File: src/rtl/hazard_ctrl_pkg.sv
// hazard_ctrl_pkg: shared types and constants for the pipeline hazard controller.
//   state_t  - registered sequencing state (RUN / LDUSE / MDBUSY, 2'd3 unused)
//   ctrl_t   - bundle of the four stage-register control outputs
//   CTRL_*   - the output patterns the controller can drive
// Optional feature macro used by the top: HAZ_PERF_CNT_EN.
package hazard_ctrl_pkg;

  localparam int STATE_W = 2;

  typedef enum logic [STATE_W-1:0] {
    HAZ_RUN    = 2'd0,
    HAZ_LDUSE  = 2'd1,
    HAZ_MDBUSY = 2'd2
  } state_t;

  // Order matches the bundle {pc_en_n, ifid_en_n, ifid_flush, idex_flush}.
  typedef struct packed {
    logic pc_en_n;
    logic ifid_en_n;
    logic ifid_flush;
    logic idex_flush;
  } ctrl_t;

  localparam ctrl_t CTRL_ADVANCE = 4'b0000;
  localparam ctrl_t CTRL_FLUSH   = 4'b0011;  // branch taken: kill IF/ID and ID/EX, keep fetching
  localparam ctrl_t CTRL_STALL   = 4'b1101;  // hold PC and IF/ID, bubble into ID/EX
  localparam ctrl_t CTRL_RESET   = 4'b1111;  // everything held and cleared while in reset

endpackage

File: src/rtl/hazard_ctrl_if.sv
// hazard_ctrl_if: pipeline-side view of the hazard controller.
//   Pipeline -> controller : id_rs, id_rt, id_uses_rt, id_md_use, id_md_start,
//                            ex_mem_read, ex_rt, br_taken
//   Controller -> pipeline : pc_en_n, ifid_en_n, ifid_flush, idex_flush, ctrl_state
// modport master: the pipeline (drives decode/execute status, receives controls)
// modport slave : the controller
interface hazard_ctrl_if #(
  parameter int REG_ADDR_W = 5
);
  logic [REG_ADDR_W-1:0] id_rs;
  logic [REG_ADDR_W-1:0] id_rt;
  logic                  id_uses_rt;
  logic                  id_md_use;
  logic                  id_md_start;
  logic                  ex_mem_read;
  logic [REG_ADDR_W-1:0] ex_rt;
  logic                  br_taken;

  logic                  pc_en_n;
  logic                  ifid_en_n;
  logic                  ifid_flush;
  logic                  idex_flush;
  logic [1:0]            ctrl_state;

  modport master (
    output id_rs, id_rt, id_uses_rt, id_md_use, id_md_start,
           ex_mem_read, ex_rt, br_taken,
    input  pc_en_n, ifid_en_n, ifid_flush, idex_flush, ctrl_state
  );

  modport slave (
    input  id_rs, id_rt, id_uses_rt, id_md_use, id_md_start,
           ex_mem_read, ex_rt, br_taken,
    output pc_en_n, ifid_en_n, ifid_flush, idex_flush, ctrl_state
  );
endinterface

File: src/rtl/hazard_ctrl_muldiv_timer.sv
// muldiv_timer: loadable down-counter tracking the mult/div busy window.
//   clk, rst : clock, asynchronous active-high reset (count -> 0)
//   load     : load 'value' this cycle (takes priority over counting)
//   value    : reload value
//   busy     : count is non-zero
// The counter decrements every cycle while non-zero and rests at zero.
module muldiv_timer #(
  parameter int W = 5
) (
  input  logic         clk,
  input  logic         rst,
  input  logic         load,
  input  logic [W-1:0] value,
  output logic         busy
);

  logic [W-1:0] count;

  // NOTE: sequential state uses non-blocking assignments so every flop samples
  // pre-edge values regardless of process evaluation order.
  always_ff @(posedge clk or posedge rst) begin
    if (rst) begin
      count <= '0;
    end else if (load) begin
      count <= value;
    end else if (count != '0) begin
      count <= count - W'(1);
    end
  end

  assign busy = (count != '0);

endmodule

File: src/rtl/hazard_ctrl.sv
// hazard_ctrl: sequencing controller for the 5-stage MIPS pipeline.
// Resolves load-use stalls, branch-taken flushes and the mult/div busy window
// by driving the hold/clear pins of the PC, IF/ID and ID/EX registers.
//   clk, rst   : clock, asynchronous active-high reset
//   bus        : hazard_ctrl_if.slave (ID/EX status in, stage controls out)
//   stall_cnt  : cycles with the PC held (only with HAZ_PERF_CNT_EN)
//   flush_cnt  : cycles with a taken branch (only with HAZ_PERF_CNT_EN)
// Optional feature: define HAZ_PERF_CNT_EN to add the saturating counters.
// Outputs are Mealy: they react to the ID/EX fields in the same cycle.
module hazard_ctrl
  import hazard_ctrl_pkg::*;
#(
  parameter int REG_ADDR_W    = 5,
  parameter int MULDIV_CYCLES = 32,  // must be >= 2
  parameter int CNT_W         = 16
) (
  input  logic             clk,
  input  logic             rst,
  hazard_ctrl_if.slave     bus
`ifdef HAZ_PERF_CNT_EN
  ,
  output logic [CNT_W-1:0] stall_cnt,
  output logic [CNT_W-1:0] flush_cnt
`endif
);

  localparam int MD_W = $clog2(MULDIV_CYCLES);

  logic [REG_ADDR_W-1:0] id_rs, id_rt, ex_rt;
  state_t state, state_nxt;
  ctrl_t  ctrl;
  logic   load_use, md_busy, md_stall, advance, md_issue, timer_busy;

  assign id_rs = bus.id_rs;
  assign id_rt = bus.id_rt;
  assign ex_rt = bus.ex_rt;

  // r0 is hard-wired, so a load targeting it never creates a dependency.
  assign load_use = bus.ex_mem_read && (ex_rt != '0) &&
                    ((ex_rt == id_rs) || (bus.id_uses_rt && (ex_rt == id_rt)));

  assign md_busy  = (state == HAZ_MDBUSY) && timer_busy;
  assign md_stall = md_busy && bus.id_md_use;
  assign advance  = !bus.br_taken && !load_use && !md_stall;
  // A mult/div only starts the unit if it actually leaves ID this cycle.
  assign md_issue = advance && bus.id_md_start;

  muldiv_timer #(.W(MD_W)) u_timer (
    .clk   (clk),
    .rst   (rst),
    .load  (md_issue),
    .value (MD_W'(MULDIV_CYCLES - 1)),
    .busy  (timer_busy)
  );

  // Output decode; branch flush outranks any stall because the stalled
  // instruction is on the wrong path anyway.
  // NOTE: every always_comb output gets a default first so no path can leave
  // a signal unassigned and infer a latch.
  always_comb begin
    ctrl = CTRL_ADVANCE;
    if (rst)                       ctrl = CTRL_RESET;
    else if (bus.br_taken)         ctrl = CTRL_FLUSH;
    else if (load_use || md_stall) ctrl = CTRL_STALL;
  end

  always_comb begin
    state_nxt = state;
    if (md_issue) begin
      // Covers a fresh issue from RUN/LDUSE and a back-to-back reload at md_cnt==0.
      state_nxt = HAZ_MDBUSY;
    end else begin
      case (state)
        HAZ_RUN:    if (load_use && !bus.br_taken) state_nxt = HAZ_LDUSE;
        // One bubble is enough: forwarding covers MEM->EX after that.
        HAZ_LDUSE:  state_nxt = HAZ_RUN;
        HAZ_MDBUSY: if (!timer_busy) state_nxt = HAZ_RUN;
        default:    state_nxt = HAZ_RUN;
      endcase
    end
  end

  always_ff @(posedge clk or posedge rst) begin
    if (rst) state <= HAZ_RUN;
    else     state <= state_nxt;
  end

  assign bus.pc_en_n    = ctrl.pc_en_n;
  assign bus.ifid_en_n  = ctrl.ifid_en_n;
  assign bus.ifid_flush = ctrl.ifid_flush;
  assign bus.idex_flush = ctrl.idex_flush;
  assign bus.ctrl_state = state;

`ifdef HAZ_PERF_CNT_EN
  // Saturating event counters; they stick at all-ones rather than wrapping.
  always_ff @(posedge clk or posedge rst) begin
    if (rst) begin
      stall_cnt <= '0;
      flush_cnt <= '0;
    end else begin
      if (ctrl.pc_en_n && (stall_cnt != '1)) stall_cnt <= stall_cnt + CNT_W'(1);
      if (bus.br_taken && (flush_cnt != '1)) flush_cnt <= flush_cnt + CNT_W'(1);
    end
  end
`endif

endmodule

File: src/flat_wrapper.sv
// flat-port wrapper written by rule: the top's interface ports become plain ports
module hazard_ctrl_flat import hazard_ctrl_pkg::*;
#(
  parameter int REG_ADDR_W    = 5,
  parameter int MULDIV_CYCLES = 32,                 
  parameter int CNT_W         = 16
)
  (clk, rst, bus_id_rs, bus_id_rt, bus_id_uses_rt, bus_id_md_use, bus_id_md_start, bus_ex_mem_read, bus_ex_rt, bus_br_taken, bus_pc_en_n, bus_ifid_en_n, bus_ifid_flush, bus_idex_flush, bus_ctrl_state);
  hazard_ctrl_if #(.REG_ADDR_W(REG_ADDR_W)) bus_i ();
  input  logic clk;
  input  logic rst;
  input wire logic [$bits(bus_i.id_rs)-1:0] bus_id_rs;
  input wire logic [$bits(bus_i.id_rt)-1:0] bus_id_rt;
  input wire logic [$bits(bus_i.id_uses_rt)-1:0] bus_id_uses_rt;
  input wire logic [$bits(bus_i.id_md_use)-1:0] bus_id_md_use;
  input wire logic [$bits(bus_i.id_md_start)-1:0] bus_id_md_start;
  input wire logic [$bits(bus_i.ex_mem_read)-1:0] bus_ex_mem_read;
  input wire logic [$bits(bus_i.ex_rt)-1:0] bus_ex_rt;
  input wire logic [$bits(bus_i.br_taken)-1:0] bus_br_taken;
  output wire logic [$bits(bus_i.pc_en_n)-1:0] bus_pc_en_n;
  output wire logic [$bits(bus_i.ifid_en_n)-1:0] bus_ifid_en_n;
  output wire logic [$bits(bus_i.ifid_flush)-1:0] bus_ifid_flush;
  output wire logic [$bits(bus_i.idex_flush)-1:0] bus_idex_flush;
  output wire logic [$bits(bus_i.ctrl_state)-1:0] bus_ctrl_state;
  assign bus_i.id_rs = bus_id_rs;
  assign bus_i.id_rt = bus_id_rt;
  assign bus_i.id_uses_rt = bus_id_uses_rt;
  assign bus_i.id_md_use = bus_id_md_use;
  assign bus_i.id_md_start = bus_id_md_start;
  assign bus_i.ex_mem_read = bus_ex_mem_read;
  assign bus_i.ex_rt = bus_ex_rt;
  assign bus_i.br_taken = bus_br_taken;
  assign bus_pc_en_n = bus_i.pc_en_n;
  assign bus_ifid_en_n = bus_i.ifid_en_n;
  assign bus_ifid_flush = bus_i.ifid_flush;
  assign bus_idex_flush = bus_i.idex_flush;
  assign bus_ctrl_state = bus_i.ctrl_state;
  hazard_ctrl #(.REG_ADDR_W(REG_ADDR_W), .MULDIV_CYCLES(MULDIV_CYCLES), .CNT_W(CNT_W)) u_core (.clk(clk), .rst(rst), .bus(bus_i));
endmodule
File: config.mk
export PLATFORM = sky130hd
export DESIGN_NAME = hazard_ctrl_flat
export DESIGN_NICKNAME = d
export VERILOG_FILES = /design/src/rtl/hazard_ctrl_pkg.sv /design/src/rtl/hazard_ctrl_if.sv /design/src/rtl/hazard_ctrl_muldiv_timer.sv /design/src/rtl/hazard_ctrl.sv /design/src/flat_wrapper.sv
export SDC_FILE = /design/constraint.sdc
export NUM_CORES = 1
export LEC_CHECK = 0
export BUFFER_PORTS_ARGS = -buffer_cell sky130_fd_sc_hd__buf_2
export CELL_PAD_IN_SITES_DETAIL_PLACEMENT = 1
export CELL_PAD_IN_SITES_GLOBAL_PLACEMENT = 1
export CORE_MARGIN = 4
export CORE_UTILIZATION = 34
export DETAILED_ROUTE_END_ITERATION = 12
export PLACE_DENSITY = 0.88
export RECOVER_POWER = 50
export SLEW_MARGIN = 25
export SYNTH_ARGS = -nofsm -noshare
export SYNTH_HDL_FRONTEND = slang
export SYNTH_SLANG_ARGS = --single-unit
File: constraint.sdc
create_clock -name clk -period 2.7 [get_ports clk]
set_input_delay 0.27 -clock clk [delete_from_list [all_inputs] [get_ports clk]]
set_output_delay 0.27 -clock clk [all_outputs]
set_load 0.01 [all_outputs]
# After elaboration in Yosys (flattened, before gate mapping)

Cells that the tools add are included.

Shifts and indexed selects: 0
$mul: 0
Multiplexer cells: 9
$add $sub $neg: 1
Bitwise logic cells: 0
$lt $le $gt $ge: 0
Reductions and logical operators: 19
Eq/ne operators: 5
Div/mod/pow operators: 0

Operator list:

| cell                                              | number |
|---|---|
| 2-to-1 mux 4 bit                                  | 3 |
| equality test 5 bit                               | 2 |
| 2-to-1 mux 5 bit                                  | 2 |
| nonzero test 5 bit                                | 2 |
| logical AND 1 bit                                 | 9 |
| 2-to-1 mux 2 bit                                  | 3 |
| subtractor 5 x 1 -> 5 bit (second input constant) | 1 |
| case mux 2 bit (2 select lines)                   | 1 |
| logical NOT 1 bit                                 | 3 |
| != test 3 x 1 -> 1 bit (second input constant)    | 1 |
| != test 3 x 2 -> 1 bit (second input constant)    | 1 |
| equality test 2 bit (second input constant)       | 1 |
| logical NOT 2 bit                                 | 1 |
| logical OR 1 bit                                  | 2 |
| AND reduction 2 bit                               | 1 |
| nonzero test 2 bit                                | 1 |

Bits in writable memories: 0
Register bits after elaboration: 7
Memories kept: 0
Bits in latches: 0
Logic and storage cells: 36
Bits of input ports: 22
ROM bits: 0
Output and inout bits: 6

# Logic depth before layout (Yosys ltp)

Gate-level depths: netlist of the first run.

Word-level depth: 10
Gate-level depth with buffers: 7

# Hierarchy

A second synthesis of the first run with hierarchy kept.

Cell total of the unflattened synthesis: 63
Area, all modules: 578.1 µm²

By module, submodules not included:

| module       | seq. area each (µm²) | area each (µm²) | cells each | instances |
|---|---|---|---|---|
| hazard_ctrl  | 50.0                 | 294.0           | 35         | 1 |
| muldiv_timer | 125.1                | 284.0           | 28         | 1 |

# Worst setup path after synthesis of the first run

Ideal clock, no wire load.

Path type: register to output
Start point: register u_core.u_timer.count[0]
End point: output port bus_pc_en_n
Data required time: 2.430 ns
Arrival time: 1.757 ns
Buffers on the path: 1
Path slack: 0.673 ns
Stages on the path, launching flop included: 8
Cell sequence: dfrtp_1 inv_1 ha_1 or4b_4 nand4b_4 nor2_1 a211o_1 buf_4

Longest elaborated chain between the ends: 7

Ends and longest elaborated chain:

| element                  | RTL line                       | RTL |
|---|---|---|
| start: declaration       | hazard_ctrl_muldiv_timer.sv:17 | `logic [W-1:0] count;` |
| start signal: assignment | hazard_ctrl_muldiv_timer.sv:25 | `count <= value;` |
| start signal: assignment | hazard_ctrl_muldiv_timer.sv:27 | `count <= count - W'(1);` |
| nonzero test 5 bit       | hazard_ctrl_muldiv_timer.sv:31 | `assign busy = (count != '0);` |
| logical AND 1 bit        | hazard_ctrl.sv:42              | `assign md_busy = (state == HAZ_MDBUSY) && timer_busy;` |
| logical AND 1 bit        | hazard_ctrl.sv:43              | `assign md_stall = md_busy && bus.id_md_use;` |
| logical OR 1 bit         | hazard_ctrl.sv:64              | `else if (load_use \|\| md_stall) ctrl = CTRL_STALL;` |
| 2-to-1 mux 4 bit         | hazard_ctrl.sv:64              |  |
| 2-to-1 mux 4 bit         | hazard_ctrl.sv:63              | `else if (bus.br_taken) ctrl = CTRL_FLUSH;` |
| 2-to-1 mux 4 bit         | hazard_ctrl.sv:62              | `if (rst) ctrl = CTRL_RESET;` |
| end: declaration         | flat_wrapper.sv:20             | `output wire logic [$bits(bus_i.pc_en_n)-1:0] bus_pc_en_n;` |

No other way between the ends.

# Worst setup path in the final report of the first run

Start point: register u_core.u_timer.count[0]
End point: output port bus_ifid_en_n

Longest elaborated chain between the ends: 7

Ends and longest elaborated chain:

| element            | RTL line                       | RTL |
|---|---|---|
| nonzero test 5 bit | hazard_ctrl_muldiv_timer.sv:31 |  |
| logical AND 1 bit  | hazard_ctrl.sv:42              |  |
| logical AND 1 bit  | hazard_ctrl.sv:43              |  |
| logical OR 1 bit   | hazard_ctrl.sv:64              |  |
| 2-to-1 mux 4 bit   | hazard_ctrl.sv:64              |  |
| 2-to-1 mux 4 bit   | hazard_ctrl.sv:63              |  |
| 2-to-1 mux 4 bit   | hazard_ctrl.sv:62              |  |
| end: declaration   | flat_wrapper.sv:21             | `output wire logic [$bits(bus_i.ifid_en_n)-1:0] bus_ifid_en_n;` |

No other way between the ends.

==> results of run 1 <==
-- worst paths after layout --
check	startpoint	to	slack, ns	depth (start not counted)
max	u_core.u_timer.count[0]	bus_ifid_en_n	0.36	7
min	bus_br_taken	u_core.bus.ctrl_state[0]	0.38	3
max reg2reg	u_core.u_timer.count[0]	u_core.u_timer.count[0]	0.92	6
min reg2reg	u_core.u_timer.count[1]	u_core.u_timer.count[1]	0.63	4
max in group asynchronous	rst	u_core.u_timer.count[4]	1.99	3
min in group asynchronous	rst	u_core.bus.ctrl_state[1]	0.50	3
-- area by class of cell --
cell class	count	area share (%)
clock buffers	4	3.261
well taps	25	3.882
multi-input cells	58	52.33
repair buffers	28	17.39
flip-flops and latches	7	21.74
inverters	3	1.398
-- sequential cells by signal, indices dropped and copies added, names as in the netlist --
name	cells
u_core.u_timer.count	5
u_core.bus.ctrl_state	2
-- Yosys cell counts, types with 2 or more instances --
| library cell | instances | area [um^2] |
|---|---|---|
| ha_1 | 2 | 25.02 |
| nor2_1 | 7 | 26.28 |
| xnor2_1 | 12 | 105.1 |
| nor3_1 | 2 | 10.01 |
| a21oi_1 | 3 | 15.01 |
| inv_1 | 3 | 11.26 |
| nand2_1 | 6 | 22.52 |
| dfrtp_1 | 7 | 175.2 |
| nor3b_1 | 2 | 15.01 |
| a32oi_1 | 2 | 17.52 |
| nand3_1 | 2 | 10.01 |
| o21ai_0 | 3 | 15.01 |
-- kinds of logic after synthesis --
kind of cell | after synthesis | share of synthesized area (%)
AND/OR/NAND/NOR | 28 | 28.66
AO/OA/AOI/OAI | 14 | 15.45
flip-flops | 7 | 28.46
XOR/XNOR | 13 | 18.50
adder cells (fa/ha/maj) | 2 | 4.064
buffers and inverters | 4 | 3.049
multiplexers | 1 | 1.829
-- worst max-delay path, delay by kind of cell, from the launching register on --
kind / cells / cell delay (ns)
AND/OR/NAND/NOR: 3 / 0.74
flip-flops: 1 / 0.40
AO/OA/AOI/OAI: 1 / 0.27
buffers and inverters: 2 / 0.23
adder cells (fa/ha/maj): 1 / 0.19
-- per-layer routing --
layer  vias to the layer above  wire [um]  global-route usage (%)  share of wire [%]
li1                        308          -                       -                  -
met1                       279        633                   16.15                 37
met2                        29        895                   28.70                 53
met3                         5        113                   2.967                6.7
met4                         0         50                   10.76                3.0
met5                         -          0                       0                  0
-- power breakdown --
group,switching (W),leakage (nW),internal [W]
clock network,0.0000384,0.0150,0.0000564
logic,0.0000883,0.245,0.0000872
registers,0.0000319,0.0749,0.000135
total,0.000159,0.335,0.000279
-- stage by stage --
step	power [W]	std cells	util [%]	cell area, um^2
5_1_grt	0.0004791	125	46.67	805.8
3_3_place_gp	0.0003351	120	44.86	774.5
2_1_floorplan	0.0002865	69	-	615.6
4_1_cts	0.0004428	125	46.96	810.8
6_report	0.0004371	125	46.67	805.8
3_5_place_dp	0.0003440	120	44.86	774.5
==> results_dict.tcl, run 1 <==
set metrics [dict create \
    mostFrequentLayoutCell "buf_2" \
    relSlewSlack_pct 57.64 \
    slew_viol_final 0 \
    ctsResizeCount 0 \
    crit_chain "inv_1 > ha_1 > or4b_4 > nand4b_4 > nor2_1 > a211o_1 > buf_2" \
    dieHeight_um 50.55 \
    finClkSkew_ns 0.002300 \
    coreArea_um2 1727 \
    synth_fp_nets 93 \
    fp.dieW_um 50.55 \
    mostFrequentLayoutCells "buf_2 (23), xnor2_1 (12), nor2_1 (7), dfrtp_1 (7), nand2_1 (6)" \
    clock_path_buffers 2 \
    synth_edf_count 0 \
    dpl.hpwl_um 1432 \
    startpoint_type "flip-flop" \
    worstMarginPinSlew_ns 0.6353 \
    finalHoldViolations 0 \
    critPathSlowestCell "or4b_4" \
    fin_crit_sh_pct 86.62 \
    fmax_mhz 427.6 \
    drc 0 \
    cts-root-buf "clkbuf_4" \
    hold_path.class "in2reg" \
    final.fill_count 224 \
    n_antenna_cell 0 \
    fin_crit_ns 2.339 \
    finalSetupTns_ns 0 \
    htree_levels 1 \
    synthArstFlopShare_pct 100.0 \
    ys_seq_elements 7 \
    clk_pin_slew_ns 0.05 \
    grt_pass1_vias 659 \
    grt_pass1_wl_um 2953 \
    grt_setup_unrepaired "false" \
    hold_buffers 1 \
    detail-route-antenna-nets 0 \
    regArea_um2 175.2 \
    ys_seq_area_share_pct 28.46 \
    syn_avg_cell_area_um2 8.922 \
    yosysUniqueCellTypes 30 \
    synth_area_um2 615.6 \
    synth_flop_cell "dfrtp_1" \
    grt_max_degree 10 \
    cts_tree "built" \
    clk_latency_ns 0.25 \
    critical_path_arrival_ns 2.07 \
    wl_per_cell_um 13.54 \
    setup_viol 0 \
    cts_setup_buffers 0 \
    dr.first_iter.drc_count 13 \
    worst_slack_ns 0.3612 \
    cts_buffers 3 \
    slowest_delay_ns 0.51 \
    crit_type "reg2out" \
    port_buffers 27 \
    dieArea_um2 2555 \
    crit_fanout 8 \
    multi_input_area_um2 421.7 \
    num_vias 621 \
    wl_um 1692 \
    p_leak_nw 0.3348 \
    initial_core_util_pct 35.65 \
    powerDensity_nw_per_um2 542.5 \
    synth-warning-count 0 \
    io_pins 28 \
    viasPerCell 4.968 \
    drt_first_pass_iters 4 \
    antenna_found_initial 0 \
    track_usage_pct 15.81 \
    syn_inst 69 \
    final_nets 125 \
    place_congestion 0.7501 \
    drive_gt1_share_pct 32.00 \
    ir_drop_v 0.0002160 \
    pre_cts_ws_ns 0.6368 \
    hold_slack_ns 0.3770 \
    maxCapViolations 0 \
    cp.required_ns 2.43 \
    areaGrowthSynthToFinish_pct 30.89 \
    clock-sinks 7 \
    status "finished clean" \
    endpoint_kind "output port" \
    num_rows 15 \
    overflow 0 \
]
(Power assumes the default switching activity.)
==> run 2, diff against run 1 <==
RECOVER_POWER = 25   (was 50)
==> results_dict.tcl, run 2 (synthesis gave the netlist of run 1 again) <==
set metrics [dict create \
    clock_power_share_pct 21.7 \
    mostFrequentLayoutCell "buf_2" \
    initial_core_util_pct 35.65 \
    drive_gt1_share_pct 35.00 \
    dpl.hpwl_um 1432 \
    largest_reg_flops 5 \
    seq_power_share_pct 38.1 \
    cp.required_ns 2.43 \
    clock-sinks 7 \
    mostFrequentLayoutCells "buf_2 (26), xnor2_1 (12), nor2_1 (7), dfrtp_1 (7), nand2_1 (6)" \
    stdcell_count 125 \
    detail-route-antenna-nets 0 \
    fmax_mhz 427.6 \
    startpoint_type "flip-flop" \
    clk_latency_ns 0.25 \
    min_to "u_core.bus.ctrl_state[0]" \
    place_congestion 0.7501 \
    status "finished clean" \
    grt_max_degree 10 \
    maxCapViolations 0 \
    cts_tree "built" \
    drc 0 \
    slowest_delay_ns 0.51 \
    cts_buffers 3 \
    dr.first_iter.drc_count 12 \
    setup_viol 0 \
    cts-root-buf "clkbuf_4" \
    ir_drop_v 0.0002161 \
    switching_share_pct 36.25 \
    combPwrFrac_pct 40.2 \
    hold_depth 3 \
    p_int_w 0.0002789 \
    critPathSlowestCell "or4b_4" \
    final.fill_count 224 \
    n_antenna_cell 0 \
    viasPerCell 4.960 \
    relSlewSlack_pct 57.64 \
    critical_path_arrival_ns 2.07 \
    final_nets 125 \
    cts_setup_buffers 0 \
    post-route-util_pct 46.88 \
    track_usage_pct 15.81 \
    powerDensity_nw_per_um2 540.4 \
    wl_um 1690 \
    grt_setup_unrepaired "false" \
    overflow 0 \
    grt_pass1_wl_um 2953 \
    io_pins 28 \
    num_vias 620 \
    finalHoldViolations 0 \
    clock_path_buffers 2 \
    p_leak_nw 0.3431 \
    crit_type "reg2out" \
    top_register "u_core.u_timer.count" \
    r2r-start "u_core.u_timer.count[0]" \
    worstMarginPinSlew_ns 0.6353 \
    crit_fanout 8 \
    finalSetupTns_ns 0 \
    finClkSkew_ns 0.002299 \
    grt_pass1_vias 659 \
    fp.dieW_um 50.55 \
    endpoint_kind "output port" \
    dp_cells 120 \
    hp-start "bus_br_taken" \
    drt_first_pass_iters 4 \
    antenna_found_initial 0 \
    r2r_cells 6 \
    reg2reg_to "u_core.u_timer.count[0]" \
    wl_per_cell_um 13.52 \
    coreArea_um2 1727 \
    slew_viol_final 0 \
    fin_crit_sh_pct 86.62 \
    critical_path_buf_inv_count 2 \
    cpLargestDelayFamily "simple AND/OR/NAND/NOR gates" \
    hold_path.class "in2reg" \
    clk_pin_slew_ns 0.05 \
    switching_power_w 0.0001586 \
    crit_chain "inv_1 > ha_1 > or4b_4 > nand4b_4 > nor2_1 > a211o_1 > buf_2" \
    dieArea_um2 2555 \
    fin_crit_ns 2.339 \
    port_buffers 27 \
    reg2reg_setup_slack_ns 0.92 \
    areaGrowthSynthToFinish_pct 31.50 \
    dieHeight_um 50.55 \
    num_rows 15 \
    htree_levels 1 \
]
run 2: cell count changes in the layout (fill, tap and decap cells not counted):
cell,change
clkbuf_1,-3
buf_2,+3
run 2: timing repair:
item | in CTS | in global routing
hold endpoints to repair | 7 | 0
resized for setup | 0 | 0
hold buffers | 1 | 0
run 2: worst register-to-register path: cells and delay by family, from the launching register on:
kind,cells,cell delay [ns]
compound gates,1,0.22
fa+ha+maj,1,0.19
buf+inv,1,0.09
flops,1,0.40
simple gates,3,0.80
run 2: area by class of cell:
cell class / count / area [um^2] / share of cell area [%]
tap: 25 / 31.28 / 3.864
multi-input combinational: 58 / 421.7 / 52.09
timing repair buffer: 28 / 143.9 / 17.77
sequential: 7 / 175.2 / 21.64
inverter: 3 / 11.26 / 1.391
clock buffer: 4 / 26.28 / 3.246
run 2: power by group through the flow:
stage	Clock (W)	Combinational (W)	Sequential, W
6_report	0.0000948	0.000176	0.000167
3_3_place_gp	0	0.000168	0.000167
4_1_cts	0.0000972	0.000179	0.000167
3_5_place_dp	0	0.000176	0.000168
2_1_floorplan	0	0.000124	0.000163
5_1_grt	0.000105	0.000205	0.000170
run 2: layer usage:
metal | share of wire, % | wire length, um | global-route usage, %
met4 | 3.0 | 50 | 10.76
met5 | 0 | 0 | 0
met2 | 53 | 890 | 28.70
met1 | 38 | 637 | 16.15
met3 | 6.7 | 113 | 2.967
run 2: how the worst max path moves through the flow:
stage | from | endpoint | slack [ns] | cells after the start
floorplan | u_core.u_timer.count[0] | bus_pc_en_n | 0.67 | 7
global placement | u_core.u_timer.count[0] | bus_ifid_en_n | 0.69 | 7
detailed placement | u_core.u_timer.count[0] | bus_ifid_en_n | 0.64 | 7
CTS | u_core.u_timer.count[0] | bus_ifid_en_n | 0.34 | 7
global route | u_core.u_timer.count[0] | bus_ifid_en_n | 0.23 | 7
finish | u_core.u_timer.count[0] | bus_ifid_en_n | 0.36 | 7
run 2: stage by stage:
stage,hold slack (ns),area (um^2),setup WS (ns),total power (W)
floorplan,0.07340,615.6,0.6732,0.0002865
global placement,0.2253,774.5,0.6858,0.0003351
detailed placement,0.2360,774.5,0.6368,0.0003440
CTS,0.3723,810.8,0.3437,0.0004428
global route,0.4016,809.5,0.2277,0.0004794
finish,0.3770,809.5,0.3612,0.0004374
